## src/rtl/alu_pkg.sv

```systemverilog
// ALU control codes, ALUOp encodings and R-type Funct values shared by the
// pipelined ID/EX stage and the multicycle control.
package alu_pkg;

    localparam logic [3:0] CTRL_AND     = 4'd0;
    localparam logic [3:0] CTRL_OR      = 4'd1;
    localparam logic [3:0] CTRL_ADD     = 4'd2;
    localparam logic [3:0] CTRL_SUB     = 4'd6;
    localparam logic [3:0] CTRL_SLT     = 4'd7;
    localparam logic [3:0] CTRL_NOR     = 4'd12;
    localparam logic [3:0] CTRL_ILLEGAL = 4'd15;

    typedef enum logic [1:0] {
        ALUOP_ADD   = 2'b00,
        ALUOP_SUB   = 2'b01,
        ALUOP_RTYPE = 2'b10,
        ALUOP_RSVD  = 2'b11
    } alu_op_e;

    localparam logic [5:0] FUNCT_ADD = 6'b100000;
    localparam logic [5:0] FUNCT_SUB = 6'b100010;
    localparam logic [5:0] FUNCT_AND = 6'b100100;
    localparam logic [5:0] FUNCT_OR  = 6'b100101;
    localparam logic [5:0] FUNCT_SLT = 6'b101010;
    localparam logic [5:0] FUNCT_NOR = 6'b100111;

endpackage

```

## src/rtl/alu_control_decode.sv

```systemverilog
// Combinational ALUOp/Funct to 4-bit ALU control code; zero latency, no flow control.
// Unknown Funct and the reserved ALUOp both map to the illegal code.
module alu_control_decode
    import alu_pkg::*;
(
    input  logic [1:0] i_alu_op,
    input  logic [5:0] i_funct,
    output logic [3:0] o_alu_control
);

    always_comb begin
        o_alu_control = CTRL_ILLEGAL;
        case (i_alu_op)
            ALUOP_ADD:   o_alu_control = CTRL_ADD;
            ALUOP_SUB:   o_alu_control = CTRL_SUB;
            ALUOP_RTYPE: begin
                case (i_funct)
                    FUNCT_ADD: o_alu_control = CTRL_ADD;
                    FUNCT_SUB: o_alu_control = CTRL_SUB;
                    FUNCT_AND: o_alu_control = CTRL_AND;
                    FUNCT_OR:  o_alu_control = CTRL_OR;
                    FUNCT_SLT: o_alu_control = CTRL_SLT;
                    FUNCT_NOR: o_alu_control = CTRL_NOR;
                    default:   o_alu_control = CTRL_ILLEGAL;
                endcase
            end
            default:     o_alu_control = CTRL_ILLEGAL;
        endcase
    end

endmodule

```

## src/rtl/id_ex_stage.sv

```systemverilog
// ID/EX pipeline register with ALU control decode and EX/MEM, MEM/WB operand forwarding.
// One cycle ID-to-EX latency; stall holds every register, flush (higher priority) inserts a bubble.
module id_ex_stage
    import alu_pkg::*;
#(
    parameter int WIDTH = 32,
    parameter int CNT_W = 8
) (
    input  logic             i_clock,
    input  logic             i_reset_n,
    input  logic             i_stall,
    input  logic             i_flush,
    input  logic             i_in_valid,
    input  logic [WIDTH-1:0] i_rs_data,
    input  logic [WIDTH-1:0] i_rt_data,
    input  logic [WIDTH-1:0] i_imm,
    input  logic [4:0]       i_rs,
    input  logic [4:0]       i_rt,
    input  logic [4:0]       i_rd,
    input  logic [1:0]       i_alu_op,
    input  logic [5:0]       i_funct,
    input  logic             i_alu_src,
    input  logic             i_reg_dst,
    input  logic             i_reg_write,
    input  logic             i_mem_read,
    input  logic             i_mem_write,
    input  logic             i_mem_to_reg,
    input  logic             i_exmem_reg_write,
    input  logic [4:0]       i_exmem_rd,
    input  logic [WIDTH-1:0] i_exmem_result,
    input  logic             i_memwb_reg_write,
    input  logic [4:0]       i_memwb_rd,
    input  logic [WIDTH-1:0] i_memwb_result,
    output logic             o_out_valid,
    output logic [3:0]       o_alu_control,
    output logic [WIDTH-1:0] o_alu_in1,
    output logic [WIDTH-1:0] o_alu_in2,
    output logic [WIDTH-1:0] o_store_data,
    output logic [4:0]       o_dest_reg,
    output logic             o_ex_reg_write,
    output logic             o_ex_mem_read,
    output logic             o_ex_mem_write,
    output logic             o_ex_mem_to_reg,
    output logic             o_illegal,
    output logic [CNT_W-1:0] o_illegal_count
);

    logic [3:0]       w_alu_control;
    logic [WIDTH-1:0] w_fwd_rs;
    logic [WIDTH-1:0] w_fwd_rt;

    logic             r_valid;
    logic [3:0]       r_alu_control;
    logic [WIDTH-1:0] r_rs_data;
    logic [WIDTH-1:0] r_rt_data;
    logic [WIDTH-1:0] r_imm;
    logic [4:0]       r_rs;
    logic [4:0]       r_rt;
    logic [4:0]       r_dest;
    logic             r_alu_src;
    logic             r_reg_write;
    logic             r_mem_read;
    logic             r_mem_write;
    logic             r_mem_to_reg;
    logic [CNT_W-1:0] r_illegal_count;

    alu_control_decode u_decode (
        .i_alu_op      (i_alu_op),
        .i_funct       (i_funct),
        .o_alu_control (w_alu_control)
    );

    always_ff @(posedge i_clock or negedge i_reset_n) begin
        if (!i_reset_n) begin
            r_valid       <= 1'b0;
            r_alu_control <= CTRL_ADD;
            r_rs_data     <= '0;
            r_rt_data     <= '0;
            r_imm         <= '0;
            r_rs          <= '0;
            r_rt          <= '0;
            r_dest        <= '0;
            r_alu_src     <= 1'b0;
            r_reg_write   <= 1'b0;
            r_mem_read    <= 1'b0;
            r_mem_write   <= 1'b0;
            r_mem_to_reg  <= 1'b0;
        end else if (i_flush) begin
            // Bubble: only control state matters, data fields keep whatever they held.
            r_valid       <= 1'b0;
            r_alu_control <= CTRL_ADD;
            r_alu_src     <= 1'b0;
            r_reg_write   <= 1'b0;
            r_mem_read    <= 1'b0;
            r_mem_write   <= 1'b0;
            r_mem_to_reg  <= 1'b0;
        end else if (!i_stall) begin
            r_valid       <= i_in_valid;
            r_alu_control <= w_alu_control;
            r_rs_data     <= i_rs_data;
            r_rt_data     <= i_rt_data;
            r_imm         <= i_imm;
            r_rs          <= i_rs;
            r_rt          <= i_rt;
            r_dest        <= i_reg_dst ? i_rd : i_rt;
            r_alu_src     <= i_alu_src;
            r_reg_write   <= i_reg_write;
            r_mem_read    <= i_mem_read;
            r_mem_write   <= i_mem_write;
            r_mem_to_reg  <= i_mem_to_reg;
        end
    end

    assign o_illegal = r_valid && (r_alu_control == CTRL_ILLEGAL);

    // Counted as the op leaves, so a stalled illegal op is seen only once.
    always_ff @(posedge i_clock or negedge i_reset_n) begin
        if (!i_reset_n) begin
            r_illegal_count <= '0;
        end else if (o_illegal && !i_stall && (r_illegal_count != '1)) begin
            r_illegal_count <= r_illegal_count + CNT_W'(1);
        end
    end

    always_comb begin
        w_fwd_rs = r_rs_data;
        if (i_exmem_reg_write && (i_exmem_rd != 5'd0) && (i_exmem_rd == r_rs)) begin
            w_fwd_rs = i_exmem_result;
        end else if (i_memwb_reg_write && (i_memwb_rd != 5'd0) && (i_memwb_rd == r_rs)) begin
            w_fwd_rs = i_memwb_result;
        end
    end

    always_comb begin
        w_fwd_rt = r_rt_data;
        if (i_exmem_reg_write && (i_exmem_rd != 5'd0) && (i_exmem_rd == r_rt)) begin
            w_fwd_rt = i_exmem_result;
        end else if (i_memwb_reg_write && (i_memwb_rd != 5'd0) && (i_memwb_rd == r_rt)) begin
            w_fwd_rt = i_memwb_result;
        end
    end

    assign o_out_valid     = r_valid;
    assign o_alu_control   = r_alu_control;
    assign o_alu_in1       = w_fwd_rs;
    assign o_alu_in2       = r_alu_src ? r_imm : w_fwd_rt;
    assign o_store_data    = w_fwd_rt;
    assign o_dest_reg      = r_dest;
    assign o_ex_reg_write  = r_reg_write;
    assign o_ex_mem_read   = r_mem_read;
    assign o_ex_mem_write  = r_mem_write;
    assign o_ex_mem_to_reg = r_mem_to_reg;
    assign o_illegal_count = r_illegal_count;

endmodule

```

## config.mk

```make
export PLATFORM = sky130hd
export DESIGN_NAME = id_ex_stage
export DESIGN_NICKNAME = d
export VERILOG_FILES = /design/src/rtl/alu_pkg.sv /design/src/rtl/alu_control_decode.sv /design/src/rtl/id_ex_stage.sv
export SDC_FILE = /design/constraint.sdc
export NUM_CORES = 1
export LEC_CHECK = 0
export CAP_MARGIN = 20
export CORE_MARGIN = 4
export CORE_UTILIZATION = 40
export DETAILED_ROUTE_END_ITERATION = 12
export PLACE_DENSITY_LB_ADDON = 0.12
export SLEW_MARGIN = 30
export SYNTH_ARGS = -nofsm -noshare
export SYNTH_HDL_FRONTEND = slang
export SYNTH_HIERARCHICAL = 1
export SYNTH_SLANG_ARGS = --single-unit
```

## constraint.sdc

```tcl
create_clock -name i_clock -period 3.15 [get_ports i_clock]
set_input_delay 0.63 -clock i_clock [delete_from_list [all_inputs] [get_ports i_clock]]
set_output_delay 0.63 -clock i_clock [all_outputs]
set_load 0.02 [all_outputs]
```

==> flow_metrics.py, run 1 <==
metrics = {
    "route": {
        "final_antenna_net_count": 0,
        "drtIter0Drc": 345,
        "drc": 0,
        "wire_per_inst_um": 21.75,
        "routed_wl_um": 28560,
        "vias": 7007,
        "viasPerCell": 5.337,
        "dr.pass1.iters": 5,
    },
    "floorplan": {
        "start_util": 0.4062,
        "rows": 49,
        "io_pins": 325,
        "die_y_um": 142.8,
        "die_w_um": 142.8,
        "core_mm2": 0.01790,
        "die_area_mm2": 0.02040,
    },
    "synth": {
        "ys_ff_latch": 129,
        "synth-edff-count": 0,
        "synth_largest_area_cell": "dfrtp_1",
        "synth_area_leaders": "dfrtp_1, mux2_2, mux2i_1, nor2_1, xnor2_1",
        "synth_common_cells": "dfrtp_1, mux2_2, nor2_1",
        "synth.most_common_cell": "dfrtp_1",
        "syn-mean-instance-area_um2": 10.85,
        "synthCells": 670,
        "yosys_warnings": 6,
        "synth_top_area_share": 0.4405,
        "syn_area_mm2": 0.007272,
        "yosysSeqAreaShare": 0.4441,
        "synth_cell_types": 48,
        "ys_async_sr_fraction": 1.000,
        "ys.flop_type": "dfrtp_1",
        "syn_nets": 877,
    },
    "pwr": {
        "switching_power_mw": 2.042,
        "p_sw_frac": 0.3129,
        "p_int_mw": 4.485,
        "pwr-share-seq": 0.308,
        "ir_worst_vdd_uv": 363.8,
        "power_leakage_nw": 5.143,
        "p_comb_frac": 0.354,
        "p_clk_frac": 0.337,
        "powerDensity_mw_per_mm2": 523.1,
    },
    "timing": {
        "finalCriticalPeriod_ps": 3284,
        "relSlewSlack": 0.5442,
        "finalHoldViolCount": 0,
        "fin_crit_sh": 1.043,
        "skew_ps": 5.583,
        "fin_ws_ps": -134.1,
        "slew_viol_final": 0,
        "max_slew.worst_pin.slew_ps": 683.8,
        "fin_hold_ws_ps": 124.8,
        "fmax_mhz": 304.5,
        "rsz0062_at_grt": "true",
        "setup_violations": 36,
    },
    "grt": {
        "grt_max_degree": 70,
        "antenna_found_initial": 3,
        "grt_overflow": 0,
        "grt_pass1_vias": 7224,
        "grt_use_total": 0.2652,
        "grt_first_pass_wirelength_um": 41060,
    },
    "finish": {
        "fin_util": 0.6970,
        "area_delta_synth_final_pct": 71.59,
        "final_nets": 1275,
        "drive_gt1_frac": 0.4172,
        "reg_top3": "r_imm x32, r_rs_data x32, r_rt_data x32",
    },
    "setup_path": {
        "critPathCaptureType": "output pin",
        "critPathTopFamily": "buffers and inverters",
        "crit_required_ps": 2520,
        "path_cells": "buf_8 > or4_4 > buf_6 > o211a_4 > buf_8 > buf_6 > nand3_4 > a31oi_4 > mux2_4 > buf_6",
        "critPathMaxStageDelay_ps": 570,
        "cp.depth": 10,
        "rr_worst_depth": 4,
        "crit_top_cell": "buf_6",
        "arrival_ps": 2650,
        "crit_fanout": 7,
        "crit_buf_inv": 5,
        "worst_path_max_delay_cell": "or4_4",
        "startpoint_type": "input pin",
        "crit_type": "in -> out",
    },
    "placed_design": {
        "numPortBuffers": 324,
        "gp_congestion": 0.8572,
        "dp_slack_ps": -1015,
        "hpwl_um": 19430,
    },
    "clock_network": {
        "cts_buffer_depth": 2,
        "ctsRootBufferMaster": "clkbuf_16",
        "hold_buffers": 0,
        "htreeDepth": 4,
        "clock_sinks": 129,
        "cts.clk_slew.worst_paths_ps": 60,
        "cts_tree": "built",
        "worstSkewPairLatency_ps": 420,
        "cts_buffers": 17,
    },
    "run": {
        "maxCapViolations": 0,
    },
    "outcome": {
        "outcome": "complete, but fails checks",
        "failed_checks": "negative setup slack",
    },
    "hold_path": {
        "hold_path.class": "in -> async",
    },
}
==> timing repair <==
item,4_1_cts,5_1_grt
setup buffers,12,6
endpoints found under the setup margin,96,91
cloned,5,3
gates resized for setup,464,105
pin swaps,20,12
==> worst reg2reg max path: cells and delay by family, from the launching register on <==
family          cells  cell delay (ps)
compound gates      1              590
fa+ha+maj           1              240
flops               1              420
mux                 1              400
simple gates        1              200
==> final timing paths <==
path                                           startpoint                        endpoint  slack (ps)
max in group asynchronous                       i_reset_n    o_alu_control[1]$_DFFE_PN1P_        2220
max                                         i_memwb_rd[4]                   o_alu_in2[12]        -130
max reg2reg                o_illegal_count[0]$_DFFE_PN0P_  o_illegal_count[1]$_DFFE_PN0P_        1180
min in group i_clock       o_illegal_count[5]$_DFFE_PN0P_  o_illegal_count[5]$_DFFE_PN0P_         490
min reg2reg                o_illegal_count[5]$_DFFE_PN0P_  o_illegal_count[5]$_DFFE_PN0P_         490
min                                             i_reset_n           r_imm[20]$_DFFE_PN0P_         120
==> routing by layer <==
| layer | vias to the layer above | GRT usage | part of all wire |
|---|---|---|---|
| met4 | 0 | 0.09955 | 0.026 |
| li1 | 3236 | - | - |
| met1 | 3424 | 0.3106 | 0.39 |
| met5 | - | 0 | 0 |
| met2 | 290 | 0.4547 | 0.50 |
| met3 | 57 | 0.08540 | 0.082 |
==> power by group through the flow <==
stage / clock network (mW) / logic (mW) / registers (mW)
floorplan: 0 / 1.04 / 2.01
global placement: 0 / 2.18 / 2.03
detailed placement: 0 / 2.20 / 2.03
CTS: 2.23 / 2.22 / 2.01
global route: 2.30 / 2.45 / 2.04
finish: 2.20 / 2.31 / 2.01
==> cells by family after synthesis <==
logic type / after synthesis / share of synthesized area
buffers and inverters: 55 / 0.03802
muxes: 172 / 0.2584
AOI/OAI and AO/OA: 125 / 0.1203
DFF: 129 / 0.4441
xor gates and xnor gates: 28 / 0.03372
adders and majority gates: 1 / 0.001720
and+or+nand+nor: 160 / 0.1038
==> placed cells by master (no fill, tap or decap), types with 7 or more instances in the layout <==
cell and instances:
a211oi_2 10, a21boi_2 8, a21oi_1 38, a31oi_2 8
a31oi_4 8, buf_12 14, buf_2 52, buf_4 89
buf_6 22, clkbuf_16 20, clkbuf_2 9, clkdlybuf4s15_2 14
clkdlybuf4s50_1 216, dfrtp_1 127, mux2_2 121, mux2i_1 44
nand2_1 17, nand3_1 15, nand4_1 7, nor2_1 71
nor3_1 9, nor3_2 10, o21ai_0 10, o21ai_1 9
o31ai_1 10, xnor2_1 18
==> through the flow <==
step,std cells,power (mW),setup TNS (ps),area (um2)
floorplan,670,3.051,0,7272
global placement,1253,4.206,-82310,11270
detailed placement,1254,4.230,-77750,11280
CTS,1302,6.459,-2359,12230
global route,1313,6.787,-3748,12480
finish,1313,6.527,-1902,12480
==> cell type report <==
class                      count  area [um2]
antenna                        3       7.507
clock buffer                  19       442.9
clock inverter                13       210.2
fill                        1417        5424
inverter                       4       15.01
multi-input combinational    487        4240
sequential                   129        3231
tap                          229       286.5
timing repair buffer         429        4045
No activity file was read; power rests on OpenSTA's default activity.
==> inputs of run 2 (changes only) <==
- clock period: 3.15 -> 3.54 ns (I/O delays scaled with it)
==> run 2 against run 1 <==
Compared with the run above:
- the run now ends clean
- critical path depth shrank 1
- register-to-register slack improved by 400 ps
- via count decreased by 1.9%
- highest routed layer unchanged
- core utilization is 2.1 points lower
- total power shrank 15%
- final cell count is 1.1% lower
- wire length decreased by 5.1%
- worst setup slack improved by 210 ps
- clock-buffer cell count increased by 5
==> flow_metrics.py, run 2 (synthesized netlist as in run 1, its figures left out) <==
metrics = {
    "outcome": {
        "outcome": "completed",
    },
    "route": {
        "wire_per_inst_um": 20.86,
        "viasPerCell": 5.291,
        "final_antenna_net_count": 0,
        "vias": 6873,
        "dr.pass1.iters": 4,
        "drc": 0,
        "drtIter0Drc": 329,
        "routed_wl_um": 27100,
    },
    "timing": {
        "fin_crit_sh": 0.9790,
        "finalCriticalPeriod_ps": 3466,
        "relSlewSlack": 0.5512,
        "finalHoldViolCount": 0,
        "slew_viol_final": 0,
        "fin_ws_ps": 74.18,
        "skew_ps": 3.441,
        "fmax_mhz": 288.5,
        "max_slew.worst_pin.slew_ps": 673.2,
        "setup_violations": 0,
        "rsz0062_at_grt": "true",
    },
    "placed_design": {
        "placedInstanceArea_mm2": 0.01124,
        "numPortBuffers": 324,
        "dp_slack_ps": -825.5,
        "hpwl_um": 18980,
        "gp_congestion": 0.8380,
    },
    "floorplan": {
        "start_util": 0.4062,
        "die_y_um": 142.8,
        "io_pins": 325,
        "core_mm2": 0.01790,
        "die_w_um": 142.8,
        "rows": 49,
        "die_area_mm2": 0.02040,
    },
    "pwr": {
        "power_leakage_nw": 4.980,
        "powerDensity_mw_per_mm2": 459.1,
        "ir_worst_vdd_uv": 370.7,
        "total_power_mw": 5.553,
    },
    "setup_path": {
        "r2r-start": "o_illegal_count[0]$_DFFE_PN0P_",
        "critPathMaxStageDelay_ps": 530,
        "r2r_slack_ps": 1580,
        "path_cells": "dlygate4sd2_1 > or4_4 > o211ai_4 > or2_4 > buf_12 > buf_16 > a31oi_4 > mux2_4 > buf_4",
        "crit_type": "in -> out",
        "crit_fanout": 6,
        "crit_required_ps": 2830,
        "startpoint_type": "input pin",
        "worst_path_max_delay_cell": "or4_4",
        "critPathCaptureType": "output pin",
        "rr_worst_depth": 4,
        "arrival_ps": 2760,
        "r2r-end": "o_illegal_count[1]$_DFFE_PN0P_",
    },
    "grt": {
        "antenna_found_initial": 1,
        "use_met3": 0.08238,
        "use_met2": 0.4500,
        "grt_first_pass_wirelength_um": 40980,
        "grt_pass1_vias": 7140,
        "grt_max_degree": 62,
        "grt_busiest_layer": "met2",
        "grt_use_total": 0.2636,
        "grt_overflow": 0,
        "use_met1": 0.3164,
    },
    "clock_network": {
        "ctsRootBufferMaster": "clkbuf_16",
        "htreeDepth": 4,
        "clock_sinks": 129,
        "hold_buffers": 0,
        "cts_tree": "built",
        "cts_buffers": 17,
        "cts.clk_slew.worst_paths_ps": 50,
        "cts_buffer_depth": 2,
        "worstSkewPairLatency_ps": 410,
    },
    "finish": {
        "reg_top3": "r_imm x32, r_rs_data x32, r_rt_data x32",
        "drive_gt1_frac": 0.3471,
        "fin_util": 0.6757,
        "stdcell_area_mm2": 0.01210,
        "area_delta_synth_final_pct": 66.35,
        "fillers": 1441,
        "final_nets": 1263,
        "final_cell_mix": "clkdlybuf4s50_1, dfrtp_1, mux2_2",
        "final_common_cell": "clkdlybuf4s50_1",
    },
    "hold_path": {
        "hold_path.class": "in -> async",
    },
    "run": {
        "maxCapViolations": 0,
    },
}
-- run 2: cell types whose count changed in the layout (fill, tap and decap cells not counted), moves of 5 or more --
| cell | previous run | this run |
|---|---|---|
| nand3_1 | 15 | 21 |
| buf_2 | 52 | 35 |
| nor3_1 | 9 | 20 |
| o21ai_0 | 10 | 16 |
| buf_6 | 22 | 8 |
| o21ai_1 | 9 | 4 |
| buf_4 | 89 | 73 |
| nor3_2 | 10 | 0 |
| a31oi_4 | 8 | 3 |
| dlygate4sd2_1 | 3 | 33 |
-- run 2: what timing repair did --
action	in CTS	in global routing
buffers inserted	14	0
hold endpoints to repair	0	0
setup endpoints to repair	96	79
cloned	6	0
gates resized for setup	326	43
pin swaps	20	13
-- run 2: worst max-delay path by stage --
stage | from | to | cells past startpoint | slack [ps]
6_report | i_exmem_rd[3] | o_alu_in2[26] | 9 | 70
2_1_floorplan | i_memwb_rd[1] | o_alu_in2[30] | 6 | 370
5_1_grt | i_memwb_reg_write | o_alu_in1[25] | 8 | -5
3_3_place_gp | i_memwb_rd[1] | o_alu_in1[1] | 8 | -920
4_1_cts | i_exmem_rd[0] | o_alu_in1[17] | 8 | 5
3_5_place_dp | i_memwb_rd[1] | o_alu_in2[6] | 8 | -830
-- run 2: layer usage --
metal	vias to the layer above	routed length, um
li1	3209	-
met1	3333	10440
met2	291	13570
met3	40	2459
met4	0	627
met5	-	0
-- run 2: power breakdown --
part	switching, mW	total (mW)	internal (mW)
Sequential	0.129	1.80	1.67
Clock	0.644	1.85	1.20
Combinational	0.942	1.91	0.963
-- run 2: final cells by class --
cell class	count	area, um2	share of cell area
clock inverter	8	125.1	0.01034
inverter	4	15.01	0.001241
timing repair buffer	414	3872	0.3201
antenna	1	2.502	0.0002069
multi-input combinational	490	4060	0.3356
sequential	129	3233	0.2673
clock buffer	24	501.7	0.04148
tap	229	286.5	0.02369
-- run 2: critical path, delay by kind of cell --
kind	cells	cell delay [ps]
AO/OA/AOI/OAI	2	330
AND/OR/NAND/NOR	2	760
buffers and inverters	4	670
multiplexers	1	280
-- run 2: per-stage QoR --
| step | setup TNS, ps | hold WS (ps) | std cells |
|---|---|---|---|
| 2_1_floorplan | 0 | 412.4 | 670 |
| 3_3_place_gp | -64250 | 481.8 | 1246 |
| 3_5_place_dp | -56640 | 480.8 | 1247 |
| 4_1_cts | 0 | 296.5 | 1299 |
| 5_1_grt | -9.097 | 319.5 | 1299 |
| 6_report | 0 | 287.8 | 1299 |
==> inputs of run 3 (changes only) <==
- CORE_UTILIZATION: 40 -> 43
==> run 3 against run 2 <==
Compared with the run above:
- clock power fell by 7%
- worst setup slack worse by 39 ps
- register-to-register slack got worse by 30 ps
- cell area rose by 0.51%
- sequential share of layout area shrank 0.13 points
- critical endpoint is now o_alu_in2[27]
- largest power group unchanged
==> flow_metrics.py, run 3 (synthesized netlist as in run 1, its figures left out) <==
metrics = {
    "setup_path": {
        "critPathCaptureType": "output pin",
        "crit_required_ps": 2830,
        "crit_fanout": 6,
        "arrival_ps": 2800,
        "crit_type": "in -> out",
        "startpoint_type": "input pin",
    },
    "floorplan": {
        "die_area_mm2": 0.01906,
        "die_y_um": 138.0,
        "io_pins": 325,
        "rows": 47,
        "start_util": 0.4385,
        "die_w_um": 138.0,
        "core_mm2": 0.01658,
    },
    "finish": {
        "stdcell_count": 1295,
        "area_delta_synth_final_pct": 67.19,
        "final_nets": 1266,
        "reg_top3": "r_imm x32, r_rs_data x32, r_rt_data x32",
        "final_cell_mix": "clkdlybuf4s50_1, dfrtp_1, mux2_2",
        "stdcell_area_mm2": 0.01216,
        "final_common_cell": "clkdlybuf4s50_1",
        "fillers": 1253,
        "drive_gt1_frac": 0.3573,
    },
    "pwr": {
        "ir_worst_vdd_uv": 354.6,
        "p_clk_frac": 0.315,
        "powerDensity_mw_per_mm2": 449.7,
        "p_int_mw": 3.722,
        "power_leakage_nw": 4.985,
        "p_comb_frac": 0.355,
        "switching_power_mw": 1.745,
        "p_sw_frac": 0.3192,
        "pwr-share-seq": 0.330,
    },
    "outcome": {
        "outcome": "completed",
    },
    "timing": {
        "relSlewSlack": 0.5773,
        "skew_ps": 6.615,
        "fmax_mhz": 285.4,
        "fin_hold_ws_ps": 268.7,
        "finalHoldViolCount": 0,
        "fin_ws_ps": 35.56,
        "slew_viol_final": 0,
        "max_slew.worst_pin.slew_ps": 634.0,
        "setup_violations": 0,
        "finalCriticalPeriod_ps": 3504,
        "fin_crit_sh": 0.9900,
        "final.setup.tns_ps": 0,
    },
    "route": {
        "viasPerCell": 5.320,
        "dr.pass1.iters": 4,
        "wire_per_inst_um": 20.74,
        "drc": 0,
        "routed_wl_um": 26860,
        "drtIter0Drc": 299,
        "final_antenna_net_count": 0,
        "vias": 6890,
    },
    "run": {
        "maxCapViolations": 0,
    },
    "grt": {
        "grt_pass1_vias": 7477,
        "antenna_found_initial": 3,
        "grt_use_total": 0.2785,
        "grt_max_degree": 70,
        "grt_overflow": 0,
        "grt_first_pass_wirelength_um": 41860,
    },
    "placed_design": {
        "place_inst": 1244,
        "gp_congestion": 0.8828,
        "placedInstanceArea_mm2": 0.01128,
        "numPortBuffers": 324,
        "hpwl_um": 19380,
        "dp_slack_ps": -575.2,
    },
    "clock_network": {
        "htreeDepth": 4,
        "ctsRootBufferMaster": "clkbuf_16",
        "clock_sinks": 129,
        "hold_buffers": 0,
        "cts_buffers": 17,
        "cts_tree": "built",
        "worstSkewPairLatency_ps": 420,
        "cts.clk_slew.worst_paths_ps": 60,
        "cts_buffer_depth": 2,
    },
    "hold_path": {
        "hold_path.class": "in -> async",
    },
}
==> run 3: cell types whose count changed in the layout (fill, tap and decap cells not counted), moves of 4 or more <==
cell	before	now
dlygate4sd2_1	33	25
clkbuf_2	10	2
clkdlybuf4s15_1	5	12
a21boi_0	1	6
nand3_1	21	17
clkbuf_8	5	1
buf_4	73	79
mux2i_1	46	42
a21boi_2	5	1
buf_2	35	43
==> run 3: layout make-up <==
cell class / instances / area (um2) / area share
inverter: 4 / 15.01 / 0.001235
antenna: 3 / 7.507 / 0.0006175
timing repair buffer: 420 / 3940 / 0.3241
multi-input combinational: 487 / 4106 / 0.3378
sequential: 129 / 3233 / 0.2659
tap: 220 / 275.3 / 0.02264
clock inverter: 14 / 141.4 / 0.01163
clock buffer: 18 / 439.2 / 0.03612
==> run 3: per-layer routing <==
| metal | GRT usage | vias up | share of wire |
|---|---|---|---|
| met5 | 0 | - | 0 |
| met4 | 0.1071 | 0 | 0.029 |
| met3 | 0.09116 | 45 | 0.081 |
| met2 | 0.4810 | 288 | 0.50 |
| met1 | 0.3217 | 3347 | 0.39 |
| li1 | - | 3210 | - |
==> run 3: power groups by stage <==
stage	Combinational (mW)	Clock, mW	Sequential (mW)
after floorplan	0.925	0	1.79
after global placement	1.92	0	1.81
after detailed placement	1.94	0	1.82
after CTS	1.92	1.76	1.80
after global routing	2.06	1.82	1.83
final	1.94	1.72	1.81
==> run 3: critical path, cell delays in order <==
cell and delay, ps:
dlygate4sd2_1 240, or4_4 610, o211a_4 310, buf_8 150
buf_4 140, nand3_2 70, a31oi_2 120, mux2_4 290
buf_4 160
==> run 3: what timing repair did <==
action                                  4_1_cts  5_1_grt
resized for setup                           383       25
cloned                                        3        0
pin swaps                                    34       13
setup buffers                                15        0
endpoints found under the setup margin       96       57
==> run 3: per-stage QoR <==
stage	util	total power [mW]
after floorplan	-	2.715
after global placement	0.6804	3.731
after detailed placement	0.6804	3.760
after CTS	0.7296	5.476
after global routing	0.7331	5.712
final	0.7331	5.468
==> run 3: final timing paths <==
path | slack, ps | cells past startpoint | from | endpoint
max in group asynchronous | 2420 | 2 | i_reset_n | r_alu_src$_DFFE_PN0P_
worst max register to register | 1550 | 4 | o_illegal_count[0]$_DFFE_PN0P_ | o_illegal_count[1]$_DFFE_PN0P_
worst min-delay path | 270 | 1 | i_reset_n | o_dest_reg[3]$_DFFE_PN0P_
worst max-delay path | 40 | 9 | i_memwb_rd[3] | o_alu_in2[27]
min in group i_clock | 500 | 1 | o_illegal_count[5]$_DFFE_PN0P_ | o_illegal_count[5]$_DFFE_PN0P_
worst min register to register | 500 | 1 | o_illegal_count[5]$_DFFE_PN0P_ | o_illegal_count[5]$_DFFE_PN0P_
